**src/rtl/scan_chain_ctrl_pkg.sv**
```systemverilog
// Shared types and limits for the scan chain sequencer.
// The limits are used by elaboration-time parameter checks in the top.
package scan_chain_ctrl_pkg;

  localparam int SCAN_MAX_CHAIN   = 256;
  localparam int SCAN_MAX_CAPTURE = 15;

  typedef enum logic [2:0] {
    IDLE     = 3'd0,
    SHIFT_IN = 3'd1,
    CAPTURE  = 3'd2,
    UNLOAD   = 3'd3,
    DONE     = 3'd4
  } scan_state_e;

endpackage

```
**src/rtl/scan_chain_ctrl_if.sv**
```systemverilog
// Host-side request/result signals plus the chain head/tail connection.
// The master modport is the test host and chain; slave is the sequencer.
interface scan_chain_ctrl_if #(
  parameter int CHAIN_LEN = 8
);

  logic                 start;
  logic                 abort;
  logic [CHAIN_LEN-1:0] pattern_in;
  logic [CHAIN_LEN-1:0] expect_in;
  logic                 scan_out;
  logic                 scan_enable;
  logic                 scan_in;
  logic                 busy;
  logic                 done;
  logic [CHAIN_LEN-1:0] unload_data;
  logic                 mismatch;

  modport master (
    output start, abort, pattern_in, expect_in, scan_out,
    input  scan_enable, scan_in, busy, done, unload_data, mismatch
  );

  modport slave (
    input  start, abort, pattern_in, expect_in, scan_out,
    output scan_enable, scan_in, busy, done, unload_data, mismatch
  );

endinterface

```
**src/rtl/scan_chain_ctrl_shift_reg.sv**
```systemverilog
// Parallel-load, shift-left register with serial in at bit 0 and serial out
// from the MSB; used for both the load shadow and the unload shadow.
module scan_shift_reg #(
  parameter int WIDTH = 8
) (
  input  logic             clk,
  input  logic             rstn,
  input  logic             load,
  input  logic             shift,
  input  logic [WIDTH-1:0] load_data,
  input  logic             serial_in,
  output logic [WIDTH-1:0] data,
  output logic             serial_out
);

  logic [WIDTH-1:0] data_reg;

  always_ff @(posedge clk or negedge rstn) begin
    if (!rstn) begin
      data_reg <= '0;
    end else if (load) begin
      data_reg <= load_data;
    end else if (shift) begin
      data_reg <= {data_reg[WIDTH-2:0], serial_in};
    end
  end

  assign data       = data_reg;
  assign serial_out = data_reg[WIDTH-1];

endmodule

```
**src/rtl/scan_chain_ctrl.sv**
```systemverilog
// Scan chain sequencer: shift a pattern in, run functional capture clocks,
// shift the captured state out and compare it with the expected vector.
module scan_chain_ctrl
  import scan_chain_ctrl_pkg::*;
#(
  parameter  int CHAIN_LEN      = 8,
  parameter  int CAPTURE_CYCLES = 1,
  localparam int CNT_W          = $clog2(CHAIN_LEN + 1)
) (
  input  logic              clk,
  input  logic              rstn,
  scan_chain_ctrl_if.slave  bus
);

  // The same counter also times the capture phase, so it must hold 15.
  localparam int CTR_W = (CNT_W > 4) ? CNT_W : 4;

  if (CHAIN_LEN < 2 || CHAIN_LEN > SCAN_MAX_CHAIN) begin : g_bad_chain_len
    $error("scan_chain_ctrl: CHAIN_LEN out of range");
  end
  if (CAPTURE_CYCLES < 1 || CAPTURE_CYCLES > SCAN_MAX_CAPTURE) begin : g_bad_capture
    $error("scan_chain_ctrl: CAPTURE_CYCLES out of range");
  end

  scan_state_e          state_reg;
  logic [CTR_W-1:0]     cnt_reg;
  logic                 scan_enable_reg;
  logic                 scan_in_reg;
  logic [CHAIN_LEN-1:0] expect_reg;
  logic [CHAIN_LEN-1:0] unload_data_reg;
  logic                 mismatch_reg;

  logic                 start_accept;
  logic                 abort_hit;
  logic                 load_serial_out;
  logic [CHAIN_LEN-1:0] load_data_unused;
  logic [CHAIN_LEN-1:0] unload_shadow;
  logic                 unload_serial_unused;
  logic [CHAIN_LEN-1:0] unload_next;

  assign start_accept = (state_reg == IDLE) && bus.start;
  assign abort_hit    = (state_reg != IDLE) && bus.abort;

  // The MSB goes straight to scan_in on the start edge, so the shadow is
  // loaded pre-shifted and its serial out always holds the next bit to send.
  scan_shift_reg #(.WIDTH(CHAIN_LEN)) u_load_shadow (
    .clk        (clk),
    .rstn       (rstn),
    .load       (start_accept),
    .shift      ((state_reg == SHIFT_IN) && !abort_hit),
    .load_data  ({bus.pattern_in[CHAIN_LEN-2:0], 1'b0}),
    .serial_in  (1'b0),
    .data       (load_data_unused),
    .serial_out (load_serial_out)
  );

  scan_shift_reg #(.WIDTH(CHAIN_LEN)) u_unload_shadow (
    .clk        (clk),
    .rstn       (rstn),
    .load       (1'b0),
    .shift      ((state_reg == UNLOAD) && !abort_hit),
    .load_data  ('0),
    .serial_in  (bus.scan_out),
    .data       (unload_shadow),
    .serial_out (unload_serial_unused)
  );

  // Value the unload shadow takes on the final unload edge.
  assign unload_next = {unload_shadow[CHAIN_LEN-2:0], bus.scan_out};

  always_ff @(posedge clk or negedge rstn) begin
    if (!rstn) begin
      state_reg       <= IDLE;
      cnt_reg         <= '0;
      scan_enable_reg <= 1'b0;
      scan_in_reg     <= 1'b0;
      expect_reg      <= '0;
      unload_data_reg <= '0;
      mismatch_reg    <= 1'b0;
    end else if (abort_hit) begin
      state_reg       <= IDLE;
      scan_enable_reg <= 1'b0;
      scan_in_reg     <= 1'b0;
    end else begin
      case (state_reg)
        IDLE: begin
          if (bus.start) begin
            expect_reg      <= bus.expect_in;
            cnt_reg         <= CTR_W'(CHAIN_LEN);
            scan_enable_reg <= 1'b1;
            scan_in_reg     <= bus.pattern_in[CHAIN_LEN-1];
            state_reg       <= SHIFT_IN;
          end
        end
        SHIFT_IN: begin
          if (cnt_reg == CTR_W'(1)) begin
            scan_enable_reg <= 1'b0;
            scan_in_reg     <= 1'b0;
            cnt_reg         <= CTR_W'(CAPTURE_CYCLES);
            state_reg       <= CAPTURE;
          end else begin
            scan_in_reg <= load_serial_out;
            cnt_reg     <= cnt_reg - CTR_W'(1);
          end
        end
        CAPTURE: begin
          if (cnt_reg == CTR_W'(1)) begin
            scan_enable_reg <= 1'b1;
            cnt_reg         <= CTR_W'(CHAIN_LEN);
            state_reg       <= UNLOAD;
          end else begin
            cnt_reg <= cnt_reg - CTR_W'(1);
          end
        end
        UNLOAD: begin
          cnt_reg <= cnt_reg - CTR_W'(1);
          if (cnt_reg == CTR_W'(1)) begin
            scan_enable_reg <= 1'b0;
            unload_data_reg <= unload_next;
            mismatch_reg    <= |(unload_next ^ expect_reg);
            state_reg       <= DONE;
          end
        end
        DONE: begin
          state_reg <= IDLE;
        end
        default: begin
          state_reg <= IDLE;
        end
      endcase
    end
  end

  assign bus.scan_enable = scan_enable_reg;
  assign bus.scan_in     = scan_in_reg;
  assign bus.busy        = (state_reg == SHIFT_IN) || (state_reg == CAPTURE) ||
                           (state_reg == UNLOAD);
  assign bus.done        = (state_reg == DONE);
  assign bus.unload_data = unload_data_reg;
  assign bus.mismatch    = mismatch_reg;

endmodule

```
**src/flat_wrapper.sv**
```systemverilog
// flat-port wrapper written by rule: the top's interface ports become plain ports
module scan_chain_ctrl_flat import scan_chain_ctrl_pkg::*;
#(
  parameter  int CHAIN_LEN      = 8,
  parameter  int CAPTURE_CYCLES = 1,
  localparam int CNT_W          = $clog2(CHAIN_LEN + 1)
)
  (clk, rstn, bus_start, bus_abort, bus_pattern_in, bus_expect_in, bus_scan_out, bus_scan_enable, bus_scan_in, bus_busy, bus_done, bus_unload_data, bus_mismatch);
  scan_chain_ctrl_if #(.CHAIN_LEN(CHAIN_LEN)) bus_i ();
  input  logic clk;
  input  logic rstn;
  input wire logic [$bits(bus_i.start)-1:0] bus_start;
  input wire logic [$bits(bus_i.abort)-1:0] bus_abort;
  input wire logic [$bits(bus_i.pattern_in)-1:0] bus_pattern_in;
  input wire logic [$bits(bus_i.expect_in)-1:0] bus_expect_in;
  input wire logic [$bits(bus_i.scan_out)-1:0] bus_scan_out;
  output wire logic [$bits(bus_i.scan_enable)-1:0] bus_scan_enable;
  output wire logic [$bits(bus_i.scan_in)-1:0] bus_scan_in;
  output wire logic [$bits(bus_i.busy)-1:0] bus_busy;
  output wire logic [$bits(bus_i.done)-1:0] bus_done;
  output wire logic [$bits(bus_i.unload_data)-1:0] bus_unload_data;
  output wire logic [$bits(bus_i.mismatch)-1:0] bus_mismatch;
  assign bus_i.start = bus_start;
  assign bus_i.abort = bus_abort;
  assign bus_i.pattern_in = bus_pattern_in;
  assign bus_i.expect_in = bus_expect_in;
  assign bus_i.scan_out = bus_scan_out;
  assign bus_scan_enable = bus_i.scan_enable;
  assign bus_scan_in = bus_i.scan_in;
  assign bus_busy = bus_i.busy;
  assign bus_done = bus_i.done;
  assign bus_unload_data = bus_i.unload_data;
  assign bus_mismatch = bus_i.mismatch;
  scan_chain_ctrl #(.CHAIN_LEN(CHAIN_LEN), .CAPTURE_CYCLES(CAPTURE_CYCLES)) u_core (.clk(clk), .rstn(rstn), .bus(bus_i));
endmodule
```
**config.mk**
```make
export PLATFORM = sky130hd
export DESIGN_NAME = scan_chain_ctrl_flat
export DESIGN_NICKNAME = d
export VERILOG_FILES = /design/src/rtl/scan_chain_ctrl_pkg.sv /design/src/rtl/scan_chain_ctrl_if.sv /design/src/rtl/scan_chain_ctrl_shift_reg.sv /design/src/rtl/scan_chain_ctrl.sv /design/src/flat_wrapper.sv
export SDC_FILE = /design/constraint.sdc
export NUM_CORES = 1
export LEC_CHECK = 0
export ABC_CLOCK_PERIOD_IN_PS = 2900
export CAP_MARGIN = 20
export CORE_MARGIN = 5
export CORE_UTILIZATION = 45
export DETAILED_ROUTE_END_ITERATION = 6
export GPL_ROUTABILITY_DRIVEN = 0
export HOLD_SLACK_MARGIN = 0.05
export PLACE_DENSITY = 0.8
export SLEW_MARGIN = 20
export SYNTH_ARGS = -nofsm -noshare
export SYNTH_HDL_FRONTEND = slang
export SYNTH_SLANG_ARGS = --single-unit
```
**constraint.sdc**
```tcl
create_clock -name clk -period 2.9 [get_ports clk]
set_input_delay 0.29 -clock clk [delete_from_list [all_inputs] [get_ports clk]]
set_output_delay 0.29 -clock clk [all_outputs]
set_load 0.1 [all_outputs]
```
; Word-level counts from Yosys, hierarchy flattened
; Index checks and enable logic that the tools add are counted.
[classes]
n_reduce_logical = 21
add_sub_neg = 1
n_eq_ne = 11
mux = 21
bitwise_logic = 2
[op_table]
columns = op, count
row1 = 8-bit two-way mux, 2
row2 = 4-bit one-hot mux with 4 select lines, 1
row3 = 3-bit two-way mux, 5
row4 = 4-bit two-way mux, 3
row5 = 3-bit one-hot mux with 4 select lines, 1
row6 = 3-bit by 1-bit != test with 1-bit output (second input constant), 3
row7 = 3-bit AND reduction, 3
row8 = 4-bit AND reduction, 2
row9 = 4-bit nonzero test, 2
row10 = 8-bit OR reduction, 1
row11 = 8-bit XOR, 1
row12 = 1-bit two-way mux, 7
row13 = 3-bit by 2-bit equality test with 1-bit output (second input constant), 2
row14 = 3-bit by 2-bit != test with 1-bit output (second input constant), 2
row15 = 3-bit nonzero test, 2
row16 = 4-bit by 1-bit equality test with 1-bit output (second input constant), 1
row17 = 1-bit logical AND, 4
row18 = 4-bit by 1-bit subtractor with 4-bit output (second input constant), 1
row19 = 3-bit by 1-bit equality test with 1-bit output (second input constant), 1
row20 = 3-bit equality test (second input constant), 1
row21 = 3-bit zero test, 1
row22 = 1-bit one-hot mux with 3 select lines, 1
row23 = 1-bit logical OR, 2
row24 = 2-bit != test (second input constant), 1
row25 = other kinds (6), 6
[totals]
input_bits = 21
elab_cells = 65
register_bits = 41

; Depth between registers and ports, before layout
; Gate-level depths: netlist (run 1).
[depth]
ltp_word = 6
mapped_depth = 6
mapped_depth_nobuf = 6

; Hierarchy
; A second synthesis (run 1) with hierarchy kept.
[hier_totals]
hier_cells = 190
area_unflattened_um2 = 2112.0
[by_module_without_submodules]
columns = mod, cells_each, area_each_um2, n_inst, seq_area_each_um2
row1 = scan_chain_ctrl, 120, 1351.3, 1, 650.6
row2 = scan_shift_reg, 35, 380.4, 2, 200.2

; Least setup slack after synthesis (run 1)
; Ideal clock, no wire load.
[synth_timing]
path_type = reg-to-output
from = register u_core.state_reg[2]
to = output bus_busy
stages_incl_launch_ff = 3
arrival_time_ps = 1864
setup_slack_ps = 746
t_required_ps = 2610
path_cell_list = dfrtp_1 -> buf_2 -> nor2_1
[synth_via]
elab_chain_cells = 3
word_cells_on_any_way = 5
cone_classes = eq/ne (3) / reduce/logical (2)
[synth_rtl]
columns = item, line_no
row1 = start: declaration, scan_chain_ctrl.sv:25  ; scan_state_e state_reg;
row2 = start signal: assignment, scan_chain_ctrl.sv:73  ; state_reg <= IDLE;
row3 = start signal: assignment, scan_chain_ctrl.sv:81  ; state_reg <= IDLE;
row4 = start signal: assignment, scan_chain_ctrl.sv:92  ; state_reg <= SHIFT_IN;
row5 = 3-bit by 1-bit equality test with 1-bit output or 3-bit by 2-bit equality test with 1-bit output (tied branches), scan_chain_ctrl.sv:136  ; assign bus.busy = (state_reg == SHIFT_IN) || (state_reg == CAPTURE) ||
row6 = 1-bit logical OR, scan_chain_ctrl.sv:136
row7 = 1-bit logical OR (*), scan_chain_ctrl.sv:136
row8 = end: declaration, flat_wrapper.sv:19  ; output wire logic [$bits(bus_i.busy)-1:0] bus_busy;
; Mark *: on every way between the ends. The rest lies on a longest branch, timed or not.

; Worst setup path in the final report (run 1)
[layout_timing]
from = register u_core.state_reg[1]
to = output bus_done
[layout_via]
elab_chain_cells = 1
[layout_rtl]
columns = item, line_no
row1 = 3-bit equality test, scan_chain_ctrl.sv:138  ; assign bus.done = (state_reg == DONE);
row2 = end: declaration, flat_wrapper.sv:20  ; output wire logic [$bits(bus_i.done)-1:0] bus_done;
; No other way between the ends.

==> results by group, run 1 <==
Synth
  – Synth Area in XOR/XNOR: 4.02%
  – Multiplexer area fraction after synthesis: 17.8%
  – Simple-gate share of the synthesized area: 14.3%
  – Compound-cell area share of the yosys netlist: 8.09%
  – YS warnings: 0
  – Synthesized area per cell: 12.0 µm²
  – Synth unique cells: 41
  – Post-synth EDFFs: 0
  – Main combinational cell family by area after synthesis: multiplexers
  – Synth Flop Type: dfrtp_1
  – Post-Syn Area: 0.00196 mm²
  – Post-synthesis sequential area ratio: 51.0%
  – Adder-Cell Fraction of Synth Area: 1.27%
  – Synthesized Nets: 186
  – Cells after synthesis: 163
  – FFs w/ async S/R, synth: 100%
  – #FFs+latches synth: 40

Timing
  – RSZ-0062 raised after global routing: no
  – Worst-margin pin slew: 0.866 ns
  – Setup WS post-layout: 0.993 ns
  – Tcrit/Tclk final: 65.8%
  – Final hold vios: 0
  – TNS Setup: 0 ns
  – Fin crit period: 1.91 ns
  – Setup Viol. Count Final: 0
  – Headroom to the max-slew limit: 42.3%
  – Clk_skew: 0.00771 ns
  – Fmax: 524 MHz
  – Max-slew violation count: 0

Die
  – Die height: 76.1 µm
  – Total core area: 0.00429 mm²
  – Rows: 24
  – Num ports: 34
  – Starting Density: 45.7%
  – Die area: 0.00578 mm²
  – Die X-Extent: 76.1 µm

Place
  – DPL Wire Length: 2480 µm
  – Place WS: 0.837 ns
  – Port buffer count: 33

Clock network
  – # resized after CTS: 0
  – Worst-path clk slew: 0.08 ns
  – Clock tree buffer depth: 2
  – H-tree levels: 2
  – Clock Latency Late Sink: 0.29 ns
  – Clock net sink count: 40
  – CTS tree: built
  – Post-CTS setup buffer count: 0
  – CTS Buf Count: 5
  – CTS Root Cell: clkbuf_8
  – Hold Buf Count CTS: 0

Power and ir drop
  – Power density cells: 737 mW/mm²
  – Pleak: 1.09 nW
  – Worst vdd ir: 0.000456 V

Cells and area
  – NumNets Final: 221
  – Core Util, Final: 55.0%
  – Layout area overhead: 20.3%
  – # diodes: 0
  – Layout cell share with drive strength beyond 1: 27.8%
  – Most frequent cells in the layout: dfrtp_1, mux2_2, clkdlybuf4s50_1, buf_4, nand2_1
  – Most common cell after layout, fill and taps aside: dfrtp_1

Setup path
  – Worst path slowest cell: dfrtp_1
  – Delay of the slowest critical-path stage: 0.58 ns
  – Crit-path cells: nor2_1, and2_1, buf_4
  – Worst Path Required: 2.61 ns
  – FF-to-FF path depth: 6
  – Crit path launch type: register
  – WS Path Type: reg2out
  – Setup crit end kind: primary output
  – Worst endpoint data arrival time: 1.62 ns
  – Crit-path max FO: 15

Drt
  – DR vias/cell: 5.12
  – Drt pass-1 iters: 4
  – WL per Instance: 14.0 µm
  – Residual DRC count: 0
  – WL final: 3500 µm
  – Post-route ant nets: 0
  – Vias after detailed routing: 1281
  – 1st-iter DRT viols: 73

Global route
  – GRT Overall Usage: 12.7%
  – Grt ovf: 0
  – Vias in the first global route: 1237
  – Initial antenna violation count: 0
  – First-pass GRT wire length: 5910 µm
  – Largest net degree at the start of global routing: 41

Min path
  – HP Class: in2async

Outcome
  – Run status: finished clean

Job
  – Max cap viols: 0
-- cells in the mapped netlist, types with 2 or more instances --
cell type | number | area (µm²)
nor2_1 | 7 | 26.3
xor2_1 | 8 | 70.1
nor4_1 | 3 | 18.8
mux2i_1 | 8 | 80.1
o21ai_1 | 7 | 35.0
dfrtp_1 | 40 | 1000
a21oi_1 | 4 | 20.0
inv_1 | 5 | 18.8
buf_2 | 3 | 15.0
mux2_2 | 24 | 270
buf_6 | 3 | 33.8
nand2b_1 | 2 | 12.5
o21ai_0 | 6 | 30.0
ha_1 | 2 | 25.0
nor3_1 | 3 | 15.0
nand2_1 | 13 | 48.8
-- logic make-up (layout without fill, tap and decap cells) --
group                      after synthesis  after routing
buffers and inverters                   11             46
xor gates and xnor gates                 9              9
and+or+nand+nor                         44             44
AOI/OAI and AO/OA                       25             25
muxes                                   32             32
adders and majority gates                2              2
DFF                                     40             40
-- where the power goes --
| part | total, mW | internal [mW] | switching [mW] | leakage [nW] |
|---|---|---|---|---|
| logic | 0.579 | 0.248 | 0.330 | 0.531 |
| clock network | 0.351 | 0.163 | 0.188 | 0.0400 |
| registers | 0.810 | 0.690 | 0.120 | 0.516 |
-- final timing paths --
kind	start	slack, ns	to
setup / recovery	u_core.state_reg[1]	0.99	bus_done
hold / removal	rstn	0.11	u_core.bus.scan_enable
setup reg to reg	u_core.cnt_reg[1]	1.05	u_core.cnt_reg[2]
hold reg to reg	u_core.bus.scan_in	0.49	u_core.bus.scan_in
max in group asynchronous	rstn	2.25	u_core.bus.unload_data[6]
min in group clk	u_core.bus.scan_in	0.49	u_core.bus.scan_in
-- worst max-delay path: cells and delay by family (launching register included) --
kind          cells  cell delay (ns)
flops             1             0.58
simple gates      2             0.46
buf+inv           1             0.28
-- layout make-up --
class / instances / area (µm²)
fillers: 374 / 1930
flip-flops and latches: 40 / 1000
multi-input cells: 112 / 895
repair buffers: 34 / 300
clock buffers: 5 / 68.8
well taps: 52 / 65.1
inverters: 5 / 18.8
clock inverters: 2 / 12.5
-- through the flow --
| step | area [µm²] | power [mW] | cells | hold WS, ns |
|---|---|---|---|---|
| floorplan | 1960 | 1.27 | 163 | -0.00559 |
| global placement | 2280 | 1.39 | 243 | 0.454 |
| detailed placement | 2280 | 1.40 | 243 | 0.451 |
| CTS | 2360 | 1.76 | 250 | 0.132 |
| global route | 2360 | 1.85 | 250 | 0.187 |
| finish | 2360 | 1.74 | 250 | 0.109 |
-- routing by layer --
| metal | global-route usage [%] | share of wire, % | wire, µm |
|---|---|---|---|
| met4 | 4.20 | 0.60 | 21 |
| met3 | 5.20 | 6.4 | 226 |
| met1 | 16.7 | 46 | 1620 |
| met2 | 19.0 | 47 | 1640 |
| met5 | 0 | 0 | 0 |
Note: power is estimated with default switching activity, not from simulation.
==> run 2, diff against run 1 <==
ABC_CLOCK_PERIOD_IN_PS = 1930   (was 2900)
clock period = 1.93 ns   (was 2.9 ns; I/O delays follow)
==> run 2 against run 1 <==
Cell area increased by 4.0%. Critical path depth increased by 3. Sequential cell count unchanged. Register-to-register slack got worse by 0.84 ns. Routed wire length increased by 1.4%. Sequential power increased by 49%. First-iteration DRC count decreased by 9.6%. Combinational power increased by 60%. Via count increased by 3.1%. Highest routed layer unchanged.
==> results by group, run 2 (synthesized netlist as in run 1, its figures left out) <==
Outcome
  – Run status: finished clean

Cells and area
  – Layout cell share with drive strength beyond 1: 30.2% (+2.5 points)
  – Most common cell after layout, fill and taps aside: dfrtp_1
  – Layout area overhead: 25.1%
  – Final instance area: 0.00246 mm² (+4.0%)
  – Most frequent cells in the layout: dfrtp_1, mux2_2, clkdlybuf4s50_1, buf_4, nand2_1
  – # diodes: 0 (unchanged)
  – Core Util, Final: 57.2% (+2.2 points)
  – NumNets Final: 228 (+3.2%)

Setup path
  – Delay of the slowest critical-path stage: 0.52 ns (-0.06 ns)
  – Worst path slowest cell: or3b_2
  – Crit-path cells: inv_1, ha_1, or3b_2, a21oi_1, o21ai_0, mux2i_1
  – Crit-path max FO: 5 (-10)
  – WS Path Type: reg2reg
  – Worst endpoint data arrival time: 1.89 ns (+0.27 ns)
  – Crit path launch type: register
  – Worst Path Required: 2.10 ns (-0.51 ns)
  – Setup crit end kind: register

Drt
  – 1st-iter DRT viols: 66 (-9.6%)
  – WL final: 3550 µm (+1.4%)
  – DR vias/cell: 5.14 (+0.31%)
  – WL per Instance: 13.8 µm (-1.3%)
  – Drt pass-1 iters: 4 (unchanged)
  – Residual DRC count: 0 (unchanged)
  – Post-route ant nets: 0 (unchanged)
  – Vias after detailed routing: 1321 (+3.1%)

Die
  – Total core area: 0.00429 mm² (unchanged)
  – Starting Density: 45.7% (unchanged)
  – Die height: 76.1 µm (unchanged)
  – Num ports: 34 (unchanged)
  – Die area: 0.00578 mm² (unchanged)
  – Die X-Extent: 76.1 µm (unchanged)
  – Rows: 24 (unchanged)

Clock network
  – Clock tree buffer depth: 2 (unchanged)
  – Post-CTS setup buffer count: 0 (unchanged)
  – Worst-path clk slew: 0.07 ns (about the same)
  – Clock net sink count: 40 (unchanged)
  – # resized after CTS: 0 (unchanged)
  – CTS tree: built
  – CTS Root Cell: clkbuf_8
  – CTS Buf Count: 5 (unchanged)
  – Clock Latency Late Sink: 0.29 ns (about the same)
  – H-tree levels: 2 (unchanged)

Timing
  – Setup Viol. Count Final: 0 (unchanged)
  – RSZ-0062 raised after global routing: no
  – Worst-margin pin slew: 0.487 ns (-0.379 ns)
  – Final hold vios: 0 (unchanged)
  – Headroom to the max-slew limit: 67.6% (+25 points)
  – Fin crit period: 1.72 ns
  – Setup WS post-layout: 0.213 ns (-0.780 ns)
  – TNS Setup: 0 ns (unchanged)
  – Tcrit/Tclk final: 89.0%
  – Max-slew violation count: 0 (unchanged)
  – Clk_skew: 0.00339 ns (-0.00432 ns)
  – Fmax: 582 MHz

Global route
  – Largest net degree at the start of global routing: 41 (unchanged)
  – Vias in the first global route: 1429 (+16%)
  – GRT Overall Usage: 13.8% (+1.1 points)
  – First-pass GRT wire length: 6600 µm (+12%)
  – Initial antenna violation count: 0 (unchanged)
  – Grt ovf: 0 (unchanged)

Place
  – DPL Wire Length: 2650 µm (+7.0%)
  – Port buffer count: 33 (unchanged)
  – Post-DP Area: 0.00236 mm² (+3.7%)
  – Place WS: 0.156 ns (-0.681 ns)

Power and ir drop
  – Pleak: 1.13 nW (+4.3%)
  – Pwr Total: 2.66 mW (+53%)
  – Worst vdd ir: 0.000683 V (+50%)
  – Power density cells: 1080 mW/mm² (+47%)

Min path
  – HP Class: in2reg

Job
  – Max cap viols: 0 (unchanged)
-- run 2: cell types whose count changed in the layout (fill, tap and decap cells not counted), sizes merged --
cell,change
buf,+6
dlygate4sd3,+1
-- run 2: final timing paths --
check | start | endpoint | slack [ns] | cells after the start
setup reg to reg | u_core.cnt_reg[1] | u_core.bus.scan_enable | 0.21 | 6
hold reg to reg | u_core.bus.scan_in | u_core.bus.scan_in | 0.49 | 2
setup / recovery | u_core.cnt_reg[1] | u_core.bus.scan_enable | 0.21 | 6
min in group asynchronous | rstn | u_core.u_load_shadow.data[7] | 0.47 | 3
max in group asynchronous | rstn | u_core.u_load_shadow.data[4] | 1.11 | 3
hold / removal | bus_pattern_in[6] | u_core.u_load_shadow.data[7] | 0.44 | 3
-- run 2: worst max-delay path, delay by kind of cell, from the launching register on --
kind	cells	cell delay, ns
adders and majority gates	1	0.17
DFF	1	0.42
buffers and inverters	1	0.09
muxes	1	0.13
AOI/OAI and AO/OA	2	0.28
and+or+nand+nor	1	0.52
-- run 2: metal layers --
layer	track usage [%]	routed length (µm)
met4	6.64	70
met3	3.43	163
met5	0	0
met2	21.9	1700
met1	17.4	1620
-- run 2: area by class of cell --
type                            count  area (µm²)
Multi-Input combinational cell    112         897
Sequential cell                    40        1000
Clock inverter                      2        12.5
Fill cell                         373        1840
Timing Repair Buffer               41         393
Clock buffer                        5        68.8
Inverter                            5        18.8
Tap cell                           52        65.1
-- run 2: timing repair --
item                                    in CTS  in global routing
endpoints found under the setup margin       0                  0
hold buffers                                 1                  0
endpoints found under the hold margin       40                  0
-- run 2: per-stage QoR --
stage | hold slack (ns) | cells
final | 0.437 | 257
after global routing | 0.438 | 257
after CTS | 0.429 | 257
after detailed placement | 0.282 | 249
after global placement | 0.278 | 249
after floorplan | -0.103 | 163
-- run 2: report_power, final --
| group | switching (mW) | internal, mW |
|---|---|---|
| logic | 0.510 | 0.414 |
| registers | 0.177 | 1.04 |
| clock network | 0.275 | 0.244 |
==> run 3, diff against run 2 <==
--- a/config.mk
+++ b/config.mk
@@ -9,9 +9,9 @@
 export CAP_MARGIN = 20
 export CORE_MARGIN = 5
-export CORE_UTILIZATION = 45
+export CORE_UTILIZATION = 48
 export DETAILED_ROUTE_END_ITERATION = 6
 export GPL_ROUTABILITY_DRIVEN = 0
 export HOLD_SLACK_MARGIN = 0.05
-export PLACE_DENSITY = 0.8
+export PLACE_DENSITY = 0.84
 export SLEW_MARGIN = 20
 export SYNTH_ARGS = -nofsm -noshare
==> constraint.sdc (replaced) <==
create_clock -name clk -period 1.93 [get_ports clk]
set_input_delay 0.579 -clock clk [delete_from_list [all_inputs] [get_ports clk]]
set_output_delay 0.579 -clock clk [all_outputs]
set_load 0.1 [all_outputs]
==> run 3 against run 2 <==
Via count is 5.3% higher. Clock power is 8.3% higher. Maximum frequency decreased by 7.2%. Sequential cell count stayed put. Combinational power is 13% higher. Utilization up 11 points. Clock skew is 0.0055 ns higher. Clock-buffer cell count is the same. Worst setup slack lost 0.13 ns. Critical path depth is 3 lower. Die area decreased by 5.4%. Critical path type is now reg2out. Largest cell class unchanged.
==> results by group, run 3 (synthesized netlist as in run 1, its figures left out) <==
Min path
  – HP Class: in2async

Power and ir drop
  – Combinational share of power: 37.0% (+2.2 points)
  – Seq pwr share: 43.1% (-2.6 points)
  – Pleak: 1.21 nW (+6.6%)
  – Worst vdd ir: 0.000523 V (-23%)
  – Switching Share: 36.3% (+0.12 points)
  – Clock share of power: 20.0% (+0.5 points)
  – Power density cells: 1050 mW/mm² (-3.3%)
  – P_int: 1.79 mW (+5.6%)
  – Psw: 1.02 mW (+6.2%)

Setup path
  – Crit path launch: u_core.state_reg[0]
  – Reg2Reg Launch Point: u_core.cnt_reg[1]
  – Crit path launch type: register
  – Crit-path max FO: 4 (-1)
  – Worst endpoint data arrival time: 1.27 ns (-0.62 ns)
  – Worst Path Required: 1.35 ns (-0.75 ns)
  – Setup crit end kind: primary output
  – WS Path Type: reg2out

Cells and area
  – Register area: 0.00100 mm² (+0.12%)
  – Most common cell after layout, fill and taps aside: dfrtp_1
  – Layout cell share with drive strength beyond 1: 35.2% (+5.0 points)
  – Footprint of the multi-input gates: 907 µm² (+1.1%)
  – Fill cell count: 287 (-23%)
  – Layout area overhead: 37.0%
  – NumNets Final: 235 (+3.1%)
  – # diodes: 0 (unchanged)
  – Fin cells: 263 (+2.3%)
  – Most frequent cells in the layout: dfrtp_1, mux2_2, clkdlybuf4s50_1, buf_12, nand2_1

Die
  – Starting Density: 49.4% (+3.7 points)
  – Die height: 74.0 µm (-2.8%)
  – Num ports: 34 (unchanged)
  – Rows: 23 (-4.2%)
  – Die area: 0.00547 mm² (-5.4%)
  – Die X-Extent: 74.0 µm (-2.8%)
  – Total core area: 0.00397 mm² (-7.5%)

Place
  – Place WS: -0.172 ns (-0.328 ns)
  – Port buffer count: 33 (unchanged)
  – DPL Wire Length: 2830 µm (+6.9%)
  – Placed cells: 255 (+2.4%)

Timing
  – Setup WS post-layout: 0.0789 ns (-0.134 ns)
  – Max-slew violation count: 0 (unchanged)
  – Tcrit/Tclk final: 95.9% (+6.9 points)
  – Final hold vios: 0 (unchanged)
  – Headroom to the max-slew limit: 74.5% (+7.0 points)
  – Fmax: 540 MHz (-7.2%)
  – Fin crit period: 1.85 ns (+0.134 ns)
  – TNS Setup: 0 ns (unchanged)
  – Clk_skew: 0.00893 ns (+0.00554 ns)
  – Setup Viol. Count Final: 0 (unchanged)
  – RSZ-0062 raised after global routing: no
  – Worst-margin pin slew: 0.379 ns (-0.108 ns)

Clock network
  – CTS Root Cell: clkbuf_8
  – Clock Latency Late Sink: 0.30 ns (about the same)
  – Clock net sink count: 40 (unchanged)
  – CTS tree: built
  – H-tree levels: 2 (unchanged)
  – CTS Buf Count: 5 (unchanged)
  – Hold Buf Count CTS: 0 (-1)
  – Post-CTS setup buffer count: 0 (unchanged)
  – Clock tree buffer depth: 2 (unchanged)
  – Worst-path clk slew: 0.08 ns (about the same)

Drt
  – 1st-iter DRT viols: 82 (+24%)
  – DR vias/cell: 5.29 (+2.9%)
  – Vias after detailed routing: 1391 (+5.3%)
  – Residual DRC count: 0 (unchanged)
  – Post-route ant nets: 0 (unchanged)
  – WL per Instance: 14.1 µm (+1.8%)
  – WL final: 3700 µm (+4.2%)
  – Drt pass-1 iters: 4 (unchanged)

Global route
  – Largest net degree at the start of global routing: 36 (-12%)
  – First-pass GRT wire length: 6310 µm (-4.4%)
  – Vias in the first global route: 1376 (-3.7%)
  – GRT Overall Usage: 15.2% (+1.4 points)
  – Grt ovf: 0 (unchanged)
  – Initial antenna violation count: 0 (unchanged)

Outcome
  – Run status: finished clean

Job
  – Max cap viols: 0 (unchanged)
## run 3: cell types whose count changed in the layout (fill, tap and decap cells not counted), sizes merged
cell / before / now
dlygate4sd3: 1 / 0
clkinvlp: 1 / 2
buf: 21 / 29
## run 3: metal layers
metal / track usage [%] / part of all wire, % / vias up
met5: 0 / 0 / -
li1: - / - / 670
met1: 19.0 / 43 / 685
met4: 5.43 / 1.6 / 0
met2: 24.9 / 50 / 30
met3: 4.73 / 5.2 / 6
## run 3: repair_timing
action,in CTS,in global routing
resized for setup,2,2
hold endpoints to repair,0,0
pin swaps,0,0
endpoints found under the setup margin,1,1
## run 3: cell type report
| type | instances | area share, % |
|---|---|---|
| Clock buffer | 5 | 2.56 |
| Sequential cell | 40 | 37.3 |
| Clock inverter | 3 | 0.884 |
| Inverter | 5 | 0.698 |
| Tap cell | 50 | 2.33 |
| Multi-Input combinational cell | 112 | 33.7 |
| Timing Repair Buffer | 48 | 22.5 |
## run 3: power by group through the flow
stage / Combinational [mW] / Clock (mW) / Sequential, mW
after CTS: 1.04 / 0.576 / 1.21
after detailed placement: 1.04 / 0 / 1.23
after global routing: 1.13 / 0.611 / 1.24
after global placement: 1.01 / 0 / 1.22
final: 1.04 / 0.562 / 1.21
after floorplan: 0.582 / 0 / 1.32
## run 3: worst paths after layout
| path | endpoint | depth (start not counted) | slack [ns] |
|---|---|---|---|
| max reg2reg | u_core.cnt_reg[3] | 7 | 0.15 |
| max in group asynchronous | u_core.state_reg[2] | 2 | 1.40 |
| min in group clk | u_core.expect_reg[4] | 1 | 0.54 |
| min reg2reg | u_core.expect_reg[4] | 1 | 0.54 |
| max | bus_done | 3 | 0.08 |
| min | u_core.bus.scan_enable | 1 | 0.11 |
## run 3: critical path, cell delays in order (launching register included)
cell and delay (ns):
dfrtp_1 0.40, nor2_2 0.21, and2_2 0.20, buf_12 0.17
## run 3: per-stage QoR
stage / hold slack (ns) / utilization [%] / cell area, µm² / power (mW)
6_report: 0.106 / 67.7 / 2690 / 2.81
5_1_grt: 0.101 / 67.7 / 2690 / 2.98
4_1_cts: 0.101 / 67.5 / 2680 / 2.83
3_5_place_dp: 0.424 / 65.1 / 2590 / 2.27
3_3_place_gp: 0.423 / 65.1 / 2590 / 2.23
2_1_floorplan: 0.283 / - / 1970 / 1.90
